--- config.mk ---
export PLATFORM = sky130hd
export DESIGN_NAME = key_seg_display
export DESIGN_NICKNAME = d
export VERILOG_FILES = /design/src/rtl/key_seg_display.sv
export SDC_FILE = /design/constraint.sdc
export NUM_CORES = 1
export LEC_CHECK = 0
export CORE_MARGIN = 2
export CORE_UTILIZATION = 25
export CTS_BUF_LIST = sky130_fd_sc_hd__clkbuf_4 sky130_fd_sc_hd__clkbuf_8
export DETAILED_ROUTE_END_ITERATION = 7
export GPL_TIMING_DRIVEN = 0
export PLACE_DENSITY = 0.39
export SYNTH_ARGS = -nofsm -noshare
export SYNTH_HDL_FRONTEND = slang
export SYNTH_SLANG_ARGS = --single-unit
--- constraint.sdc ---
create_clock -name Clk -period 2.8 [get_ports Clk]
set_input_delay 0.28 -clock Clk [delete_from_list [all_inputs] [get_ports Clk]]
set_output_delay 0.28 -clock Clk [all_outputs]
set_load 0.05 [all_outputs]
--- src/rtl/key_seg_display.sv ---
// Keypad code consumer: assembles decimal digits into an entry buffer, tracks the last
// separator code, scans a multiplexed 7-segment display and paces the upstream digit stream.
module key_seg_display #(
  parameter int DIGITS   = 8,
  parameter int SCAN_DIV = 50000,
  parameter int PACE_DIV = 25000000
) (
  input  logic              Clk,
  input  logic              Rst_n,
  input  logic              Key_Flag,
  input  logic [3:0]        Key_Value,
  input  logic              pace_en,
  output logic              dly_done,
  output logic [DIGITS-1:0] sel,
  output logic [7:0]        seg,
  output logic              buf_full,
  output logic [1:0]        op_code
);

  localparam int SCAN_W = (SCAN_DIV > 1) ? $clog2(SCAN_DIV) : 1;
  localparam int PACE_W = (PACE_DIV > 1) ? $clog2(PACE_DIV) : 1;
  localparam int IDX_W  = $clog2(DIGITS);
  localparam int CNT_W  = $clog2(DIGITS + 1);

  localparam logic [SCAN_W-1:0] SCAN_LAST = SCAN_W'(SCAN_DIV - 1);
  localparam logic [PACE_W-1:0] PACE_LAST = PACE_W'(PACE_DIV - 1);
  localparam logic [IDX_W-1:0]  IDX_LAST  = IDX_W'(DIGITS - 1);
  localparam logic [CNT_W-1:0]  CNT_FULL  = CNT_W'(DIGITS);

  function automatic logic [7:0] seg_decode(input logic [3:0] d);
    logic [7:0] s;
    case (d)
      4'd0:    s = 8'hC0;
      4'd1:    s = 8'hF9;
      4'd2:    s = 8'hA4;
      4'd3:    s = 8'hB0;
      4'd4:    s = 8'h99;
      4'd5:    s = 8'h92;
      4'd6:    s = 8'h82;
      4'd7:    s = 8'hF8;
      4'd8:    s = 8'h80;
      4'd9:    s = 8'h90;
      default: s = 8'hFF;
    endcase
    return s;
  endfunction

  logic                       flag_d_r;
  logic [DIGITS-1:0][3:0]     buf_r, buf_nxt_s;
  logic [CNT_W-1:0]           cnt_r, cnt_nxt_s;
  logic [1:0]                 op_r, op_nxt_s;
  logic                       full_r;
  logic                       event_s;

  logic [SCAN_W-1:0]          scan_cnt_r;
  logic [IDX_W-1:0]           idx_r;
  logic [DIGITS-1:0]          sel_r, sel_nxt_s;
  logic [7:0]                 seg_r, seg_nxt_s;

  logic [PACE_W-1:0]          pace_cnt_r, pace_nxt_s;
  logic                       dly_done_r;

  assign event_s = Key_Flag & ~flag_d_r;

  // Next buffer/count/op_code for the code sampled on a rising Key_Flag.
  always_comb begin
    buf_nxt_s = buf_r;
    cnt_nxt_s = cnt_r;
    op_nxt_s  = op_r;
    if (event_s) begin
      if (Key_Value <= 4'd9) begin
        buf_nxt_s = {buf_r[DIGITS-2:0], Key_Value};
        if (cnt_r != CNT_FULL) begin
          cnt_nxt_s = cnt_r + CNT_W'(1);
        end else begin
          cnt_nxt_s = cnt_r;
        end
      end else if (Key_Value <= 4'd12) begin
        buf_nxt_s = '0;
        cnt_nxt_s = '0;
        op_nxt_s  = 2'(Key_Value - 4'd9);
      end else if (Key_Value == 4'd13) begin
        buf_nxt_s = '0;
        cnt_nxt_s = '0;
        op_nxt_s  = 2'd0;
      end else begin
        buf_nxt_s = buf_r;
        cnt_nxt_s = cnt_r;
        op_nxt_s  = op_r;
      end
    end else begin
      buf_nxt_s = buf_r;
      cnt_nxt_s = cnt_r;
      op_nxt_s  = op_r;
    end
  end

  // Entry state registers; buf_full tracks the count it is registered with.
  always_ff @(posedge Clk or negedge Rst_n) begin
    if (!Rst_n) begin
      flag_d_r <= 1'b0;
      buf_r    <= '0;
      cnt_r    <= '0;
      op_r     <= 2'd0;
      full_r   <= 1'b0;
    end else begin
      flag_d_r <= Key_Flag;
      buf_r    <= buf_nxt_s;
      cnt_r    <= cnt_nxt_s;
      op_r     <= op_nxt_s;
      full_r   <= (cnt_nxt_s == CNT_FULL);
    end
  end

  // Free-running scan slot timer and digit index.
  always_ff @(posedge Clk or negedge Rst_n) begin
    if (!Rst_n) begin
      scan_cnt_r <= '0;
      idx_r      <= '0;
    end else if (scan_cnt_r == SCAN_LAST) begin
      scan_cnt_r <= '0;
      idx_r      <= (idx_r == IDX_LAST) ? IDX_W'(0) : idx_r + IDX_W'(1);
    end else begin
      scan_cnt_r <= scan_cnt_r + SCAN_W'(1);
      idx_r      <= idx_r;
    end
  end

  // Digit select and segment pattern for the digit under the scan index.
  always_comb begin
    sel_nxt_s = ~({{(DIGITS-1){1'b0}}, 1'b1} << idx_r);
    seg_nxt_s = 8'hFF;
    if ((idx_r != IDX_W'(0)) && (CNT_W'(idx_r) >= cnt_r)) begin
      seg_nxt_s = 8'hFF;
    end else begin
      seg_nxt_s = seg_decode(buf_r[idx_r]);
    end
    // Decimal point on the rightmost digit flags a pending separator.
    if ((idx_r == IDX_W'(0)) && (op_r != 2'd0)) begin
      seg_nxt_s[7] = 1'b0;
    end else begin
      seg_nxt_s[7] = seg_nxt_s[7];
    end
  end

  // Display output registers.
  always_ff @(posedge Clk or negedge Rst_n) begin
    if (!Rst_n) begin
      sel_r <= '1;
      seg_r <= 8'hFF;
    end else begin
      sel_r <= sel_nxt_s;
      seg_r <= seg_nxt_s;
    end
  end

  // Pace counter advance; held at zero while pacing is disabled.
  always_comb begin
    pace_nxt_s = '0;
    if (!pace_en) begin
      pace_nxt_s = '0;
    end else if (pace_cnt_r == PACE_LAST) begin
      pace_nxt_s = '0;
    end else begin
      pace_nxt_s = pace_cnt_r + PACE_W'(1);
    end
  end

  // dly_done is high exactly while the counter sits at its last value.
  always_ff @(posedge Clk or negedge Rst_n) begin
    if (!Rst_n) begin
      pace_cnt_r <= '0;
      dly_done_r <= 1'b0;
    end else begin
      pace_cnt_r <= pace_nxt_s;
      dly_done_r <= pace_en & (pace_nxt_s == PACE_LAST);
    end
  end

  assign dly_done = dly_done_r;
  assign sel      = sel_r;
  assign seg      = seg_r;
  assign buf_full = full_r;
  assign op_code  = op_r;

endmodule

======== After elaboration in Yosys (flattened, before gate mapping) ========
Memories as Yosys holds them, arrays and structs flattened.
Index checks and enable logic that the tools add are counted.
operators by class
  muxes and demuxes ....................... 18
  add/subtract/negate cells ............... 5
  equal/unequal tests ..................... 7
  bitwise operators ....................... 5
  magnitude comparators ................... 4
  shift-type cells ........................ 1
  reductions and logical operators ........ 9
operators by type and width
  kind                                                                  count
  32-bit 2-to-1 mux                                                     3
  25-bit equality test, second input constant                           2
  25-bit 2-to-1 mux                                                     2
  25-bit by 1-bit adder with 25-bit output, second input constant       1
  4-bit 2-to-1 mux                                                      6
  16-bit by 1-bit adder with 16-bit output, second input constant       1
  16-bit equality test, second input constant                           1
  16-bit 2-to-1 mux                                                     1
  4-bit binary-select mux with 3-bit select                             1
  4-bit equality test, second input constant                            2
  4-bit <= comparator, second input constant                            2
  8-bit 2-to-1 mux                                                      1
  8-bit inverter                                                        1
  1-bit by 3-bit << shifter with 8-bit output, first input constant     1
  3-bit nonzero test                                                    2
  4-bit by 1-bit adder with 4-bit output, second input constant         1
  3-bit by 4-bit greater-or-equal comparator with 1-bit output          1
  3-bit by 4-bit < comparator with 1-bit output, second input constant  1
  2-bit 2-to-1 mux                                                      2
  4-bit != test, second input constant                                  1
  2-bit nonzero test                                                    2
  3-bit by 1-bit adder with 3-bit output, second input constant         1
  3-bit equality test, second input constant                            1
  3-bit zero test                                                       1
  other kinds (8)                                                       11
storage, ports and cells
  register bits after elaboration ......... 101
  input port bits ......................... 8
  memories ................................ 1
  logic and storage cells ................. 68
  ROM bits ................................ 112
  output and inout port bits .............. 20
memory list
  memory            depth  bits a word  rd ports  clocked after Yosys merged registers in  wr ports  RTL line  source
  (name not given)  16     7            1         0                                        0         32        case (d)

======== Logic depth before layout (Yosys ltp) ========
Gate-level depths: netlist (run 1).
  depth in word-level cells ............... 6
  depth in mapped cells ................... 9

======== Worst setup path after synthesis (run 1) ========
OpenSTA, ideal clock, no wires.
  path type ............................... register -> register
  start ................................... reg idx_r[0]
  end ..................................... reg seg_r[0] (netlist: seg[0])
  arrival time ............................ 2.014 ns
  path buffers ............................ 1
  stages on the path, launching flop included .. 9
  library setup time ...................... 0.081 ns
  path slack .............................. 0.705 ns
  cells stage by stage .................... dfrtp_1 > buf_2 > mux4_2 > mux2i_1 > inv_1 > ha_1 > mux2_2 > nand2_1 > nand2_1
between the ends
  word-level cells in the longest chain between the ends .. 4
RTL lines
  what                                       RTL line  source
  start: declaration                         56        logic [IDX_W-1:0] idx_r;
  start signal: assignment                   122       idx_r <= (idx_r == IDX_LAST) ? IDX_W'(0) : idx_r + IDX_W'(1);
  start signal: assignment                   125       idx_r <= idx_r;
  4-bit binary-select mux with 3-bit select  136       seg_nxt_s = seg_decode(buf_r[idx_r]);
  4-bit 2-to-1 mux (implied by the code)     136
  memory 16 x 7 bit                          n/a
  8-bit 2-to-1 mux *                         133       if ((idx_r != IDX_W'(0)) && (CNT_W'(idx_r) >= cnt_r)) begin
  via seg_nxt_s[0]                           58        logic [7:0] seg_r, seg_nxt_s;
  end signal: assignment                     153       seg_r <= seg_nxt_s;
  end: declaration                           58
Mark *: on every way through the listed nets, which the timed path passes. The rest lies on a longest branch. The select of a mux whose other input is x is not followed.
A chain may end at the register's enable or synchronous reset.

======== Final worst setup path (run 1) ========
Ends and elaborated chain as after synthesis.

==> results of run 1 <==
==> worst reg2reg max path: stages, from the launching register on <==
cell,delay [ns]
dfrtp_1,0.39
buf_2,0.27
mux4_2,0.54
mux2i_1,0.46
inv_1,0.14
ha_1,0.23
mux2_2,0.26
nand2_1,0.06
nand2_1,0.06
==> flip-flops by register name (all words and copies together) (netlist names) <==
name	count
sel	8
dly_done	1
flag_d_r	1
pace_cnt_r	25
op_code	2
seg	8
scan_cnt_r	16
buf_r	32
idx_r	3
cnt_r	4
buf_full	1
==> power by group <==
part           switching (mW)  leakage (nW)  internal [mW]
sequential             0.0627          1.32           1.57
clock                   0.542        0.0953          0.344
combinational           0.337          1.01          0.184
==> logic make-up after synthesis <==
group | share of synthesized area, %
and+or+nand+nor | 20.65
DFF | 51.03
AOI/OAI and AO/OA | 7.418
xor gates and xnor gates | 7.018
buffers and inverters | 3.333
adders and majority gates | 5.013
muxes | 5.539
==> area by class of cell <==
class | instances | share of cell area [%]
buffer | 22 | 1.703
clock buffer | 10 | 2.263
clock inverter | 6 | 0.7759
inverter | 18 | 1.164
multi-input combinational | 355 | 39.25
sequential | 101 | 43.88
tap | 265 | 5.711
timing repair buffer | 29 | 5.259
==> metal layers <==
| metal | wire [µm] | share of wire, % | global-route usage [%] |
|---|---|---|---|
| met3 | 265 | 2.3 | 2.767 |
| met4 | 161 | 1.4 | 3.676 |
| met5 | 0 | 0 | 0 |
| met1 | 5495 | 48 | 14.58 |
| met2 | 5447 | 48 | 19.24 |
==> cells in the mapped netlist (4+ instances only) <==
| cell | number | area (µm²) |
|---|---|---|
| and3_1 | 8 | 50.05 |
| buf_2 | 4 | 20.02 |
| clkbuf_1 | 13 | 48.80 |
| dfrtp_1 | 85 | 2127 |
| dfstp_2 | 16 | 420.4 |
| ha_1 | 20 | 250.2 |
| inv_1 | 18 | 67.56 |
| mux2i_1 | 4 | 40.04 |
| mux4_2 | 8 | 180.2 |
| nand2_1 | 92 | 345.3 |
| nand3_1 | 26 | 130.1 |
| nand4_1 | 5 | 31.28 |
| nor2_1 | 47 | 176.4 |
| nor3_1 | 4 | 20.02 |
| nor4_1 | 4 | 25.02 |
| nor4b_1 | 4 | 35.03 |
| o21ai_0 | 38 | 190.2 |
| o31ai_1 | 6 | 45.04 |
| xnor2_1 | 19 | 166.4 |
| xor2_1 | 21 | 183.9 |
==> worst max-delay path by stage <==
stage,slack [ns],cells past startpoint,start,to
3_5_place_dp,0.02,9,Key_Value[0],buf_r[7]
3_3_place_gp,-2.60,1,Rst_n,scan_cnt_r[7]
2_1_floorplan,0.70,8,idx_r[0],seg[0]
6_report,0.31,8,idx_r[0],seg[0]
4_1_cts,0.24,8,idx_r[0],seg[0]
5_1_grt,0.02,9,idx_r[0],seg[5]
==> placed cells by master (no fill, tap or decap), types with 4 or more instances in the layout <==
master / synthesis / layout
ha_1: 20 / 20
mux4_2: 8 / 8
inv_1: 18 / 18
nand3_1: 26 / 26
nand4_1: 5 / 5
clkbuf_1: 13 / 13
clkbuf_8: 0 / 9
nor4b_1: 4 / 4
nor3_1: 4 / 4
dfstp_2: 16 / 16
nor2_1: 47 / 47
xnor2_1: 19 / 19
and3_1: 8 / 8
o21ai_0: 38 / 38
xor2_1: 21 / 21
mux2i_1: 4 / 4
nand2_1: 92 / 92
nor4_1: 4 / 4
inv_6: 0 / 4
buf_4: 3 / 4
buf_2: 4 / 4
clkdlybuf4s50_1: 0 / 26
o31ai_1: 6 / 6
dfrtp_1: 85 / 85
==> timing repair <==
item                      in CTS  in global routing
buffers inserted               0                  0
hold buffers                   1                  0
hold endpoints to repair      32                  0
==> impl_metrics.toml, run 1 <==
[layout]
final_area_um2 = 5806
post-route-util_pct = 29.73
fillCellCount = 2082
fin_cells = 806
ff_latch_area_um2 = 2547
fin_nets = 564
antenna_cells = 0
area_delta_synth_final_pct = 16.29
multiInputGateArea_um2 = 2278
final_layout_size_suffix_gt1_share_pct = 10.91

[route]
remaining_drc_errors = 0
drtIter0Drc = 133
via_per_inst = 4.413
drt_first_pass_iters = 4
num_vias = 3557
routed_wl_mm = 11.37
ant_nets = 0
avgRoutedWirePerCell_um = 14.11

[worst_setup_path]
r2r_end = "seg[0]"
r2r_start = "idx_r[0]"
worst_path_largest_cell_delay_ns = 0.54
worst_setup_path_start_kind = "flip-flop"
ff2ff_path_depth = 8
worst_path_dominant_cell_family = "multiplexers"
worstPathCellList = "buf_2 > mux4_2 > mux2i_1 > inv_1 > ha_1 > mux2_2 > nand2_1 > nand2_1"
worst_path_most_repeated_cell = "nand2_1"
crit_arrival_ns = 2.80
worst-setup-path-type = "reg -> reg"
critPathRequiredTime_ns = 3.11
cp_max_fo = 7
endpoint_kind = "flip-flop"
r2r_setup_slack_ns = 0.31
worst_path_max_delay_cell = "mux4_2"
worst-path-buf-inv = 2

[global_routing]
gr-total-overflow = 0
grt_use_total_pct = 11.46
grt_first_pass_wirelength_mm = 19.41
first_global_vias = 3707
antenna_found_initial = 0
grt_start_max_net_pins = 60

[pwr]
total_power_mw = 3.037
p_leak_nw = 2.429
vdd_ir_drop_max_v = 0.0001836
p_per_area_nw_per_um2 = 523.1

[synthesis]
avgSynthCellArea_um2 = 10.07
yosysSeqAreaShare_pct = 51.03
synth_edf_count = 0
ys_ff_latch = 101
synthCells = 496
async_flop_share_pct = 100.0
syn-num-nets = 524
yosysUniqueCellTypes = 50
synthesis.area_um2 = 4992
ys.warnings.count = 0
synthFlopType = "dfrtp_1"

[place]
preCtsSetupSlack_ns = 0.02344
dp_cells = 789
gp_congestion = 0.7329
placedInstanceArea_um2 = 5619
hpwlAfterDp_mm = 8.148
port_buffers = 27

[timing]
rsz0062_at_grt = "false"
holdWs_ns = 0.3501
setup_violations = 0
clock.fmax_ghz = 0.4021
fin_crit_sh_pct = 88.82
fin_skew_ns = 0.01679
slew_violations = 0
worst_pin_slew_ns = 0.7184
fin_setup_tns_ns = 0
fin_ws_ns = 0.3129
min_period_ns = 2.487
finalHoldViolations = 0
relSlewSlack_pct = 51.70

[cts]
htreeDepth = 3
clk_pin_slew_worst_paths_ns = 0.11
cts_buffer_depth = 2
cts_root_buffer = "clkbuf_8"
cts_num_sinks = 101
cts_buffers = 9
cts_resized = 0
cts_tree = "built"
clock_latency_ns = 0.39

[die]
fp.dieH_um = 145.3
start_util_pct = 25.57
rows = 51
core-area_um2 = 19530
ios = 28
die-area_um2 = 21120
chipWidth_um = 145.3

[outcome]
status = "complete, no violations"

[job]
cap_viol_max_count = 0

[hold_path]
worstHoldEndpoint = "flag_d_r"
min_path_cells = 1
hold_start = "Key_Flag"
hp-class = "in -> reg"
(Power assumes the default switching activity.)
==> run 2, diff against run 1 <==
CTS_BUF_LIST = unset   (was sky130_fd_sc_hd__clkbuf_4 sky130_fd_sc_hd__clkbuf_8)
==> run 2 against run 1 <==
  * Setup slack improved by 0.0024 ns
  * Clock power is 35% higher
  * Combinational power is essentially flat
  * Final cell count stayed put
  * Largest cell class unchanged
  * Routed wire length grew 0.22%
  * Largest power group unchanged
  * Sequential power about the same
  * Via count rose by 0.25%
  * Register-to-register slack hardly changed
  * Non-clock buffer count did not move
  * Cell area is 1.7% higher
==> impl_metrics.toml, run 2 (synthesized netlist as in run 1, its figures left out) <==
[cts]
clk_pin_slew_worst_paths_ns = 0.08
cts_root_buffer = "clkbuf_16"
clock_latency_ns = 0.36
cts_tree = "built"
cts_buffer_depth = 2
cts_buffers = 9
cts_num_sinks = 101
cts_setup_buffers = 0
htreeDepth = 3

[worst_setup_path]
worst_path_dominant_cell_family = "multiplexers"
critPathRequiredTime_ns = 3.08
r2r_end = "seg[0]"
r2r_setup_slack_ns = 0.32
worst-setup-path-type = "reg -> reg"
worstPathCellList = "buf_2 > mux4_2 > mux2i_1 > inv_1 > ha_1 > mux2_2 > nand2_1 > nand2_1"
ff2ff_path_depth = 8
cp_max_fo = 7
endpoint_kind = "flip-flop"
worst_path_max_delay_cell = "mux4_2"
worst_setup_path_start_kind = "flip-flop"
worst_path_most_repeated_cell = "nand2_1"
crit_arrival_ns = 2.76
worst-path-buf-inv = 2
worst_path_largest_cell_delay_ns = 0.54
r2r_start = "idx_r[0]"

[pwr]
p_per_area_nw_per_um2 = 567.0
p_leak_nw = 2.472
total_power_mw = 3.347
vdd_ir_drop_max_v = 0.0002225

[timing]
rsz0062_at_grt = "false"
relSlewSlack_pct = 50.92
fin_skew_ns = 0.009740
fin_ws_ns = 0.3154
slew_violations = 0
fin_setup_tns_ns = 0
worst_pin_slew_ns = 0.7299
clock.fmax_ghz = 0.4025
setup_violations = 0
finalHoldViolations = 0
fin_crit_sh_pct = 88.74
min_period_ns = 2.485

[place]
placedInstanceArea_um2 = 5619
port_buffers = 27
hpwlAfterDp_mm = 8.148
preCtsSetupSlack_ns = 0.02344
gp_congestion = 0.7329

[global_routing]
grt_start_max_net_pins = 60
use_met2_pct = 19.29
gr-total-overflow = 0
use_met3_pct = 3.145
grt_use_total_pct = 11.47
antenna_found_initial = 0
first_global_vias = 3715
grt_busiest_layer = "met2"
grt_first_pass_wirelength_mm = 19.39
use_met1_pct = 14.62

[route]
remaining_drc_errors = 0
via_per_inst = 4.424
drt_first_pass_iters = 4
avgRoutedWirePerCell_um = 14.14
drtIter0Drc = 158
num_vias = 3566
ant_nets = 0
routed_wl_mm = 11.40

[outcome]
status = "complete, no violations"

[layout]
final_area_um2 = 5903
antenna_cells = 0
top_register = "buf_r"
multiInputGateArea_um2 = 2278
final_common_cell = "nand2_1"
layout_common_cells = "nand2_1 (92), dfrtp_1 (85), nor2_1 (47)"
reg_top3 = "buf_r x32, pace_cnt_r x25, scan_cnt_r x16"
largest_reg_flops = 32
fin_nets = 564
fillCellCount = 2072
final_layout_size_suffix_gt1_share_pct = 10.72
area_delta_synth_final_pct = 18.25
ff_latch_area_um2 = 2547

[die]
fp.dieH_um = 145.3
ios = 28
start_util_pct = 25.57
rows = 51
core-area_um2 = 19530
die-area_um2 = 21120
chipWidth_um = 145.3

[hold_path]
hold_start = "Key_Flag"
worstHoldEndpoint = "flag_d_r"
min_path_cells = 1
hp-class = "in -> reg"

[job]
cap_viol_max_count = 0
[run 2: cell types whose count changed in the layout (fill, tap and decap cells not counted)]
cell / previous run / this run
clkbuf_8: 9 / 0
clkbuf_4: 1 / 0
clkbuf_1: 13 / 14
clkbuf_16: 0 / 9
[run 2: layer usage]
metal  wire (µm)  vias to the layer above
met5           0                        -
met1        5489                     1774
li1            -                     1760
met2        5503                       24
met3         285                        8
met4         116                        0
[run 2: area by class of cell]
type	count	share of cell area (%)
clock inverter	6	0.7630
sequential	101	43.15
tap	265	5.617
clock buffer	10	3.879
timing repair buffer	29	5.172
inverter	18	1.145
buffer	22	1.674
multi-input combinational	355	38.60
[run 2: timing repair]
item                      in CTS  in global routing
hold buffers                   1                  0
hold endpoints to repair      32                  0
resized for setup              0                  0
[run 2: power by group]
group	switching [mW]	leakage, nW	total [mW]	internal [mW]
Clock	0.583	0.138	1.20	0.614
Sequential	0.0621	1.32	1.63	1.57
Combinational	0.337	1.01	0.521	0.184
[run 2: how the worst max path moves through the flow]
stage                  from       endpoint  slack, ns  cells past startpoint
3_5_place_dp   Key_Value[0]       buf_r[7]       0.02                      9
4_1_cts            idx_r[0]         seg[0]       0.25                      8
3_3_place_gp          Rst_n  scan_cnt_r[7]      -2.60                      1
2_1_floorplan      idx_r[0]         seg[0]       0.70                      8
6_report           idx_r[0]         seg[0]       0.32                      8
5_1_grt            idx_r[0]         seg[5]       0.03                      9
[run 2: through the flow]
step                std cells  utilization, %  hold slack, ns
global route              806           30.23          0.3922
global placement          788           28.65          0.4378
detailed placement        789           28.78          0.3299
finish                    806           30.23          0.3938
floorplan                 496               -        -0.01559
CTS                       806           30.23          0.3770
==> run 3, diff against run 2 <==
CTS_BUF_LIST = sky130_fd_sc_hd__clkbuf_2 sky130_fd_sc_hd__clkbuf_4 sky130_fd_sc_hd__clkbuf_8   (was unset)
==> results of run 3 <==
No change in the layout: final DEF, timing and power equal those of run 1.
